==> config.mk <==
export PLATFORM = sky130hd
export DESIGN_NAME = gate_sweep_ctrl_flat
export DESIGN_NICKNAME = d
export VERILOG_FILES = /design/src/rtl/gate_sweep_if.sv /design/src/rtl/gate_sweep_ctrl.sv /design/src/flat_wrapper.sv
export SDC_FILE = /design/constraint.sdc
export NUM_CORES = 1
export LEC_CHECK = 0
export CORE_UTILIZATION = 46
export CTS_CLUSTER_DIAMETER = 200
export DETAILED_ROUTE_END_ITERATION = 7
export PLACE_DENSITY = 0.74
export SETUP_SLACK_MARGIN = 0.02
export SLEW_MARGIN = 5
export SYNTH_ARGS = -nofsm -noshare
export SYNTH_HDL_FRONTEND = slang
export SYNTH_SLANG_ARGS = --single-unit
==> constraint.sdc <==
create_clock -name clk -period 1.4 [get_ports clk]
set_clock_uncertainty 0.1 [all_clocks]
set_input_delay 0.28 -clock clk [delete_from_list [all_inputs] [get_ports clk]]
set_output_delay 0.28 -clock clk [all_outputs]
set_load 0.01 [all_outputs]
==> src/rtl/gate_sweep_if.sv <==
// Purpose: bundles the sweep controller's master-facing and gate-facing signals.
// Ports: start/gate_z flow into the controller; gate_x/gate_y, busy, done,
//        pass, err_count and fail_vec flow out of it.
interface gate_sweep_if;
    logic       start;      // sweep request from the test/config master
    logic       gate_x;     // drives gate input x
    logic       gate_y;     // drives gate input y
    logic       gate_z;     // gate output under test
    logic       busy;       // sweep in progress
    logic       done;       // single-cycle end-of-sweep pulse
    logic       pass;       // result of the last completed sweep
    logic [2:0] err_count;  // mismatches in the current/last sweep
    logic [3:0] fail_vec;   // per-vector mismatch flags

    // Controller side.
    modport slave (
        input  start, gate_z,
        output gate_x, gate_y, busy, done, pass, err_count, fail_vec
    );

    // Environment side: the test master plus the gate under test.
    modport master (
        output start, gate_z,
        input  gate_x, gate_y, busy, done, pass, err_count, fail_vec
    );
endinterface

==> src/rtl/gate_sweep_ctrl.sv <==
// Purpose: walks a 2-input gate through {x,y} = 00,01,10,11, waits SETTLE
//          cycles per vector, samples z against EXPECT and reports pass/fail.
// Ports: clk, rst (sync, active-high); sw = gate_sweep_if.slave carrying
//        start, gate x/y/z, busy, done, pass, err_count, fail_vec.
module gate_sweep_ctrl #(
    parameter int unsigned SETTLE = 2,        // legal range 1..15
    parameter logic [3:0]  EXPECT = 4'b1000   // EXPECT[{x,y}] = required z
) (
    input  logic          clk,
    input  logic          rst,
    gate_sweep_if.slave   sw
);

    typedef enum logic [2:0] {
        IDLE   = 3'd0,
        APPLY  = 3'd1,
        WAIT   = 3'd2,
        SAMPLE = 3'd3,
        FINISH = 3'd4
    } state_t;

    localparam logic [3:0] SETTLE_LAST = 4'(SETTLE - 1);

    state_t     state_q, state_d;
    logic [1:0] idx_q,   idx_d;
    logic [3:0] cnt_q,   cnt_d;
    logic       x_q,     x_d;
    logic       y_q,     y_d;
    logic [2:0] err_q,   err_d;
    logic [3:0] fail_q,  fail_d;
    logic       pass_q,  pass_d;
    logic [1:0] idx_nxt;

    assign idx_nxt = idx_q + 2'd1;

    always_ff @(posedge clk) begin
        if (rst) begin
            state_q <= IDLE;
            idx_q   <= 2'd0;
            cnt_q   <= 4'd0;
            x_q     <= 1'b0;
            y_q     <= 1'b0;
            err_q   <= 3'd0;
            fail_q  <= 4'd0;
            pass_q  <= 1'b0;
        end else begin
            state_q <= state_d;
            idx_q   <= idx_d;
            cnt_q   <= cnt_d;
            x_q     <= x_d;
            y_q     <= y_d;
            err_q   <= err_d;
            fail_q  <= fail_d;
            pass_q  <= pass_d;
        end
    end

    always_comb begin
        state_d = state_q;
        idx_d   = idx_q;
        cnt_d   = cnt_q;
        x_d     = x_q;
        y_d     = y_q;
        err_d   = err_q;
        fail_d  = fail_q;
        pass_d  = pass_q;

        case (state_q)
            IDLE: begin
                // Results of the previous sweep stay visible until a new
                // sweep is accepted; they clear on that same edge.
                if (sw.start) begin
                    state_d = APPLY;
                    idx_d   = 2'd0;
                    x_d     = 1'b0;
                    y_d     = 1'b0;
                    err_d   = 3'd0;
                    fail_d  = 4'd0;
                    pass_d  = 1'b0;
                end
            end
            APPLY: begin
                cnt_d   = 4'd0;
                state_d = WAIT;
            end
            WAIT: begin
                cnt_d = cnt_q + 4'd1;
                if (cnt_q == SETTLE_LAST) begin
                    state_d = SAMPLE;
                end
            end
            SAMPLE: begin
                if (sw.gate_z != EXPECT[idx_q]) begin
                    err_d         = err_q + 3'd1;
                    fail_d[idx_q] = 1'b1;
                end
                if (idx_q == 2'd3) begin
                    state_d = FINISH;
                end else begin
                    // Next vector goes onto the gate on the edge entering APPLY.
                    idx_d   = idx_nxt;
                    x_d     = idx_nxt[1];
                    y_d     = idx_nxt[0];
                    state_d = APPLY;
                end
            end
            FINISH: begin
                // err_q already counts vector 3 (updated leaving SAMPLE).
                pass_d  = (err_q == 3'd0);
                state_d = IDLE;
            end
            default: begin
                state_d = IDLE;
            end
        endcase
    end

    assign sw.gate_x    = x_q;
    assign sw.gate_y    = y_q;
    assign sw.busy      = (state_q != IDLE);
    assign sw.done      = (state_q == FINISH);
    assign sw.pass      = pass_q;
    assign sw.err_count = err_q;
    assign sw.fail_vec  = fail_q;

endmodule

==> src/flat_wrapper.sv <==
// flat-port wrapper written by rule: the top's interface ports become plain ports
module gate_sweep_ctrl_flat 
#(
    parameter int unsigned SETTLE = 2,                            
    parameter logic [3:0]  EXPECT = 4'b1000                                
)
  (clk, rst, sw_start, sw_gate_z, sw_gate_x, sw_gate_y, sw_busy, sw_done, sw_pass, sw_err_count, sw_fail_vec);
  gate_sweep_if sw_i ();
  input  logic clk;
  input  logic rst;
  input wire logic [$bits(sw_i.start)-1:0] sw_start;
  input wire logic [$bits(sw_i.gate_z)-1:0] sw_gate_z;
  output wire logic [$bits(sw_i.gate_x)-1:0] sw_gate_x;
  output wire logic [$bits(sw_i.gate_y)-1:0] sw_gate_y;
  output wire logic [$bits(sw_i.busy)-1:0] sw_busy;
  output wire logic [$bits(sw_i.done)-1:0] sw_done;
  output wire logic [$bits(sw_i.pass)-1:0] sw_pass;
  output wire logic [$bits(sw_i.err_count)-1:0] sw_err_count;
  output wire logic [$bits(sw_i.fail_vec)-1:0] sw_fail_vec;
  assign sw_i.start = sw_start;
  assign sw_i.gate_z = sw_gate_z;
  assign sw_gate_x = sw_i.gate_x;
  assign sw_gate_y = sw_i.gate_y;
  assign sw_busy = sw_i.busy;
  assign sw_done = sw_i.done;
  assign sw_pass = sw_i.pass;
  assign sw_err_count = sw_i.err_count;
  assign sw_fail_vec = sw_i.fail_vec;
  gate_sweep_ctrl #(.SETTLE(SETTLE), .EXPECT(EXPECT)) u_core (.clk(clk), .rst(rst), .sw(sw_i));
endmodule
# [Word level (Yosys, flattened, before mapping)]
# Cells that the tools add are included.
[word_totals] ff_bits=19 inputBits=4 out_inout_bits=12 wordCells=60
[classes] n_addsub=3 n_lt_le_gt_ge=2 n_eq_ne=11 mux=24 bitwise_logic=1 n_reduce_logical=11
[ops] cell="4-bit case mux with 2 select lines" n=2
[ops] cell="3-bit 2-to-1 mux" n=5
[ops] cell="3-bit case mux with 4 select lines" n=1
[ops] cell="4-bit 2-to-1 mux" n=2
[ops] cell="3-bit by 2-bit equality test with 1-bit output, second input constant" n=2
[ops] cell="3-bit logical NOT" n=2
[ops] cell="1-bit case mux with 2 select lines" n=3
[ops] cell="3-bit case mux with 2 select lines" n=1
[ops] cell="3-bit AND reduction" n=2
[ops] cell="2-bit nonzero test" n=3
[ops] cell="1-bit 2-to-1 mux" n=5
[ops] cell="4-bit by 1-bit adder with 4-bit output, second input constant" n=1
[ops] cell="4-bit by 1-bit equality test with 1-bit output, second input constant" n=1
[ops] cell="2-bit 2-to-1 mux" n=2
[ops] cell="2-bit by 1-bit != test with 1-bit output, second input constant" n=2
[ops] cell="2-bit != test, second input constant" n=2
[ops] cell="4-bit bitwise OR" n=1
[ops] cell="2-bit case mux with 2 select lines" n=1
[ops] cell="2-bit AND reduction" n=2
[ops] cell="3-bit by 1-bit adder with 3-bit output, second input constant" n=1
[ops] cell="3-bit by 1-bit equality test with 1-bit output, second input constant" n=1
[ops] cell="3-bit equality test, second input constant" n=1
[ops] cell="2-bit by 3-bit less-than comparator with 1-bit output, second input constant" n=1
[ops] cell="3-bit nonzero test" n=1
[ops] cell="other kinds (7)" n=7

# [Depth between registers and ports, before layout]
# Gate-level depths: netlist of the first run.
[logic_depth] word_depth=7 ltp_mapped=5 depth_no_buf=5

# [Worst setup path before layout of the first run]
# OpenSTA, ideal clock, no wires.
[synth_timing] kind="reg-to-reg" startpoint="reg, netlist name u_core.sw.gate_y" endpoint="reg u_core.err_q[2], in the netlist u_core.sw.err_count[2]" setup_time_ps=65 t_arrival_ps=1390 required_time_ps=1235 path_slack_ps=-155 stages_incl_launch_ff=6 path_buffers=0 period_less_slack_ps=1555 cell_sequence="dfxtp_1 -> ha_1 -> xnor2_1 -> nor3b_1 -> mux2_2 -> nor2_1"
[synth_lines] element="end signal, assigned" line="gate_sweep_ctrl.sv:52" text="err_q <= err_d;"
[synth_lines] element="end, declared" line="gate_sweep_ctrl.sv:29" text="logic [2:0] err_q, err_d;"

==> results of run 1 <==
==> cell families (layout without fill, tap and decap cells) <==
family / count (synthesis) / count (layout)
AND/OR/NAND/NOR: 38 / 38
AO/OA/AOI/OAI: 26 / 26
flip-flops: 17 / 17
buffers and inverters: 13 / 51
adder cells (fa/ha/maj): 8 / 8
XOR/XNOR: 2 / 2
multiplexers: 1 / 1
==> final timing paths <==
path | from | to | cells past startpoint
setup / recovery | u_core.sw.gate_y | u_core.sw.err_count[2] | 5
hold / removal | u_core.sw.pass | u_core.sw.pass | 2
setup reg to reg | u_core.sw.gate_y | u_core.sw.err_count[2] | 5
hold reg to reg | u_core.sw.pass | u_core.sw.pass | 2
==> flip-flops by register name, summed over array words and instances (netlist names) <==
signal,flops
u_core.sw.err_count,3
u_core.sw.pass,1
u_core.cnt_q,4
u_core.sw.fail_vec,4
u_core.sw.gate_x,1
u_core.sw.gate_y,1
u_core.state_q,3
==> layout by cell type (no fill, tap or decap), types with 3 or more instances in the layout <==
cell type	count
a21oi_1	10
buf_4	19
buf_6	4
clkbuf_4	3
dfxtp_1	8
dfxtp_2	6
dfxtp_4	3
dlygate4sd2_1	9
ha_1	6
inv_1	6
nand2_1	8
nand3b_1	3
nor2_1	3
nor2_2	3
o21ai_0	4
==> metrics by stage <==
| step | std cells | TNS, ns | hold slack, ns | cell area, µm² |
|---|---|---|---|---|
| floorplan | 105 | 0 | 0.2631 | 952.2 |
| global placement | 155 | -3.328 | 0.3509 | 1205 |
| detailed placement | 155 | -3.532 | 0.3628 | 1205 |
| CTS | 161 | -0.2620 | 0.3971 | 1272 |
| global route | 168 | -0.8669 | 0.4166 | 1470 |
| finish | 168 | -0.3627 | 0.3982 | 1470 |
==> routing by layer <==
metal	vias to the layer above	wire length, µm	GRT usage [%]
met4	0	89	10.29
met1	453	1225	27.53
met3	10	119	3.462
met2	40	1435	36.67
met5	-	0	0
li1	439	-	-
==> final cells by class <==
| cell class | instances | area [µm²] | area share (%) |
|---|---|---|---|
| clock buffer | 3 | 22.52 | 1.532 |
| multi-input combinational | 75 | 678.2 | 46.13 |
| clock inverter | 1 | 5.005 | 0.3404 |
| inverter | 8 | 30.03 | 2.043 |
| timing repair buffer | 39 | 344.1 | 23.40 |
| sequential | 17 | 359.1 | 24.43 |
| tap | 25 | 31.28 | 2.128 |
==> what timing repair did <==
item                       in CTS  in global routing
pin swaps                       7                 11
buffers inserted                2                  7
resized for setup              36                 34
setup endpoints to repair      23                 19
==> worst register-to-register path, cell delays in order, from the launching register on <==
cell and delay [ns]:
dfxtp_4 0.38, ha_4 0.18, xnor2_4 0.14, nor3b_4 0.22
mux2_4 0.33, nor2_4 0.07
==> power by group <==
group          switching (mW)  total [mW]  internal, mW
Combinational           0.200       0.419         0.219
Sequential             0.0354       0.542         0.507
Clock                   0.177       0.284         0.107
Total                   0.412        1.24         0.833
==> results.tsv, run 1 <==
metric	value	unit
cts_buffer_depth	2	
power.total	1.245	mW
yosys_most_used_dff	dfxtp_1	
arrival	1.64	ns
wire_per_inst	17.08	µm
fillCellCount	110	
drc	0	
cp_max_fo	3	
powerDensity	846.8	nW/µm²
synth_xor_area_share	1.902	%
grt_pass1_vias	769	
slowest_stage	dfxtp_4	
port_buffers	15	
syn_to_final_growth	59.65	%
hold_viol	0	
ioPinCount	16	
drt_wl_total	2869	µm
max_slew_margin	77.00	%
period_share	105.6	%
syn_inst	105	
synthesis.nets	117	
synth-simple-area-share	24.32	%
avgSynthCellArea	8.770	µm²
synth-seq-cells	17	
critPathTopFamily	flip-flops	
rsz0062_at_grt	true	
path_cells	ha_4, xnor2_4, nor3b_4, mux2_4, nor2_4	
cts_tree	done	
fmax	0.6766	GHz
clock_latency	0.31	ns
layout.nets	156	
die_w	46.74	µm
drive_above_1_share	48.95	%
dp_hpwl	1488	µm
core_area	1802	µm²
antenna_found_initial	0	
routed-via-count	942	
gp_congestion	0.8674	
cts_inserted_buffers	3	
setup_violations	11	
synthAdderAreaFrac	10.87	%
grt-ovfl-total	0	
chipHeight	46.74	µm
layout_setup_ws	-0.07796	ns
grt_usage	21.90	%
synth_top_area_share	36.96	%
grt_pass1_wl	3318	µm
vias_per_cell	5.607	
place_ws	-0.3596	ns
max_cap_viol_count	0	
hold_buffers	0	
synth_common_cells	dfxtp_1 (17), a21oi_1 (10), nand2_1 (10)	
clock_sinks	17	
fin_crit	1.478	ns
synth_compound_area_share	16.98	%
slew_violations	0	
num_antenna_cells	0	
status	finished, violations left	
synthMuxAreaShare	1.223	%
dr.pass1.iters	4	
violations	negative setup slack	
path_class	flip-flop to flip-flop	
grt_start_max_net_pins	13	
clkTransAtPathRegs	0.11	ns
cp-start-kind	flip-flop	
synth_edf_count	0	
die_area	2185	µm²
ys_seq_area_share	36.96	%
synthTopCellsByArea	dfxtp_1 (37%), ha_1 (11%), a21oi_1 (5.4%)	
synth_most_common_cell	dfxtp_1	
async_flop_share	0	%
synthDistinctLibCells	33	
htree_levels	1	
cp_num_buf_inv	0	
crit_path_end_kind	flip-flop	
cp_slowest_stage_delay	0.38	ns
start_util	51.11	%
postRouteAntennaNets	0	
ir_worst_vdd	0.7591	mV
num_rows	15	
synth_top_family_by_area	simple AND/OR/NAND/NOR gates	
final_util	81.60	%
synth-warning-count	0	
netlist_area	920.9	µm²
worst_pin_slew	0.3446	ns
rrSetupSlack	-0.08	ns
power.leakage	0.6318	nW
required	1.56	ns
hold_path_class	flip-flop to flip-flop	
yosysTopAreaCell	dfxtp_1	
root_buffer	clkbuf_4	
drt_iter0_drc	32	
No activity file was read; power rests on OpenSTA's default activity.
==> run 2: changes to the inputs <==
--- a/config.mk
+++ b/config.mk
@@ -7,6 +7,7 @@
 export LEC_CHECK = 0
 export CORE_UTILIZATION = 46
 export CTS_CLUSTER_DIAMETER = 200
+export CTS_CLUSTER_SIZE = 25
 export DETAILED_ROUTE_END_ITERATION = 7
 export PLACE_DENSITY = 0.74
 export SETUP_SLACK_MARGIN = 0.02
==> results of run 2 <==
No change in the layout: final DEF, timing and power equal those of run 1.
==> run 3: changes to the inputs <==
--- a/config.mk
+++ b/config.mk
@@ -11,6 +11,7 @@
 export DETAILED_ROUTE_END_ITERATION = 7
 export PLACE_DENSITY = 0.74
 export SETUP_SLACK_MARGIN = 0.02
+export SKIP_CTS_REPAIR_TIMING = 1
 export SLEW_MARGIN = 5
 export SYNTH_ARGS = -nofsm -noshare
 export SYNTH_HDL_FRONTEND = slang
==> run 3 against run 2 <==
Against the previous run: the flow still finishes with violations (negative setup slack); setup slack lost 0.022 ns; combinational power fell by 22%; core utilization down 5.1 points; clock power about the same; sequential power is 2% lower; non-clock buffer count shrank 6; die area unchanged; critical path type unchanged; critical path depth did not move; critical endpoint unchanged.
==> results.tsv, run 3 (synthesis results as in run 1) <==
metric	value	unit	change
path_cells	ha_4, xnor2_2, nor3b_2, mux2_4, nor2_2		
worst_pin_slew	0.3045	ns	-0.04007 ns
whs_path_depth	2		unchanged
drt_iter0_drc	38		+19%
dp_cells	155		unchanged
chipHeight	46.74	µm	unchanged
antenna_found_initial	0		unchanged
arrival	1.65	ns	about the same
core_area	1802	µm²	unchanged
slowest_stage	dfxtp_4		
ioPinCount	16		unchanged
wire_per_inst	15.09	µm	-12%
cp_num_buf_inv	0		unchanged
max_cap_viol_count	0		unchanged
setup_violations	7		-4
rsz0062_at_grt	true		
port_buffers	15		unchanged
drc	0		unchanged
layout.nets	150		-3.8%
drt_wl_total	2444	µm	-15%
hold_path_class	flip-flop to flip-flop		
routed-via-count	889		-5.6%
multi_input_area	610.6	µm²	-10%
grt_pass1_vias	766		-0.39%
crit_path_end_kind	flip-flop		
crit_cells	5		unchanged
cp_slowest_stage_delay	0.38	ns	about the same
power.total	1.144	mW	-8.1%
critPathTopFamily	flip-flops		
dp_hpwl	1488	µm	unchanged
hold_viol	0		unchanged
r2r_cells	5		unchanged
status	finished, violations left		
start_util	51.11	%	unchanged
fin_crit	1.500	ns	+0.02225 ns
drive_above_1_share	37.96	%	-11 points
required	1.55	ns	about the same
instances_no_fill	162		-3.6%
fmax	0.6666	GHz	-1.5%
grt_start_max_net_pins	13		unchanged
path_class	flip-flop to flip-flop		
layout_common_cells	buf_4 (14), dfxtp_1 (11), nand2_1 (10), a21oi_1 (10), dlymetal6s2s_1 (10)		
slew_violations	0		unchanged
register_area	355.3	µm²	-1.0%
cts_tree	done		
num_antenna_cells	0		unchanged
cts_buffer_depth	2		unchanged
cp-start-kind	flip-flop		
postRouteAntennaNets	0		unchanged
ir_worst_vdd	0.7540	mV	-0.68%
layout_setup_ws	-0.1002	ns	-0.02225 ns
clock_sinks	17		unchanged
grt_usage	21.29	%	-0.62 points
root_buffer	clkbuf_4		
htree_levels	1		unchanged
grt-ovfl-total	0		unchanged
layout_commonest_cell	buf_4		
period_share	107.2	%	+1.6 points
cts_inserted_buffers	3		unchanged
fillCellCount	129		+17%
power.leakage	0.7161	nW	+13%
gp_congestion	0.8674		unchanged
dr.pass1.iters	5		+1
die_area	2185	µm²	unchanged
clkTransAtPathRegs	0.11	ns	about the same
max_slew_margin	79.68	%	+2.7 points
tns	-0.3119	ns	+0.05087 ns
clock_latency	0.30	ns	about the same
holdWs	0.3870	ns	-0.01113 ns
die_w	46.74	µm	unchanged
cp_max_fo	3		unchanged
powerDensity	830.1	nW/µm²	-2.0%
vias_per_cell	5.488		-2.1%
violations	negative setup slack		
grt_pass1_wl	3236	µm	-2.5%
syn_to_final_growth	49.73	%	
num_rows	15		unchanged
## run 3: changes by cell type in the layout (fill, tap and decap cells not counted), moves of 3 or more
cell,before,now
dlygate4sd2_1,9,0
dlymetal6s2s_1,1,10
dfxtp_2,6,3
buf_4,19,14
dfxtp_1,8,11
## run 3: final cells by class
cell class,count,share of cell area [%]
multi-input cells,75,44.28
clock inverters,1,0.3630
inverters,8,2.178
clock buffers,3,1.633
repair buffers,33,23.50
well taps,25,2.269
flip-flops and latches,17,25.77
## run 3: worst paths after layout
check                                           start                      to  slack [ns]
worst min register to register  u_core.sw.fail_vec[1]   u_core.sw.fail_vec[1]        0.39
worst max register to register       u_core.sw.gate_y  u_core.sw.err_count[2]       -0.10
worst min-delay path            u_core.sw.fail_vec[1]   u_core.sw.fail_vec[1]        0.39
worst max-delay path                 u_core.sw.gate_y  u_core.sw.err_count[2]       -0.10
## run 3: power breakdown
part	switching, mW	internal [mW]
sequential	0.0260	0.506
clock	0.179	0.107
combinational	0.169	0.158
## run 3: through the flow
| stage | util, % | instance area (µm²) | setup slack, ns |
|---|---|---|---|
| after global routing | 76.53 | 1379 | -0.1361 |
| after global placement | 66.88 | 1205 | -0.3472 |
| final | 76.53 | 1379 | -0.1002 |
| after floorplan | - | 952.2 | 0.01445 |
| after CTS | 68.40 | 1232 | -0.4469 |
| after detailed placement | 66.88 | 1205 | -0.3596 |
## run 3: layer usage
| layer | global-route usage (%) | wire, µm | share of wire (%) | up-vias |
|---|---|---|---|---|
| met5 | 0 | 0 | 0 | - |
| met4 | 11.43 | 35 | 1.4 | 0 |
| met3 | 5.000 | 105 | 4.3 | 6 |
| met2 | 33.61 | 1254 | 51 | 30 |
| met1 | 26.89 | 1049 | 43 | 423 |
| li1 | - | - | - | 430 |
## run 3: worst register-to-register path, stage by stage (launching register included)
cell     delay, ns
dfxtp_4       0.38
ha_4          0.17
xnor2_2       0.16
nor3b_2       0.23
mux2_4        0.33
nor2_2        0.08
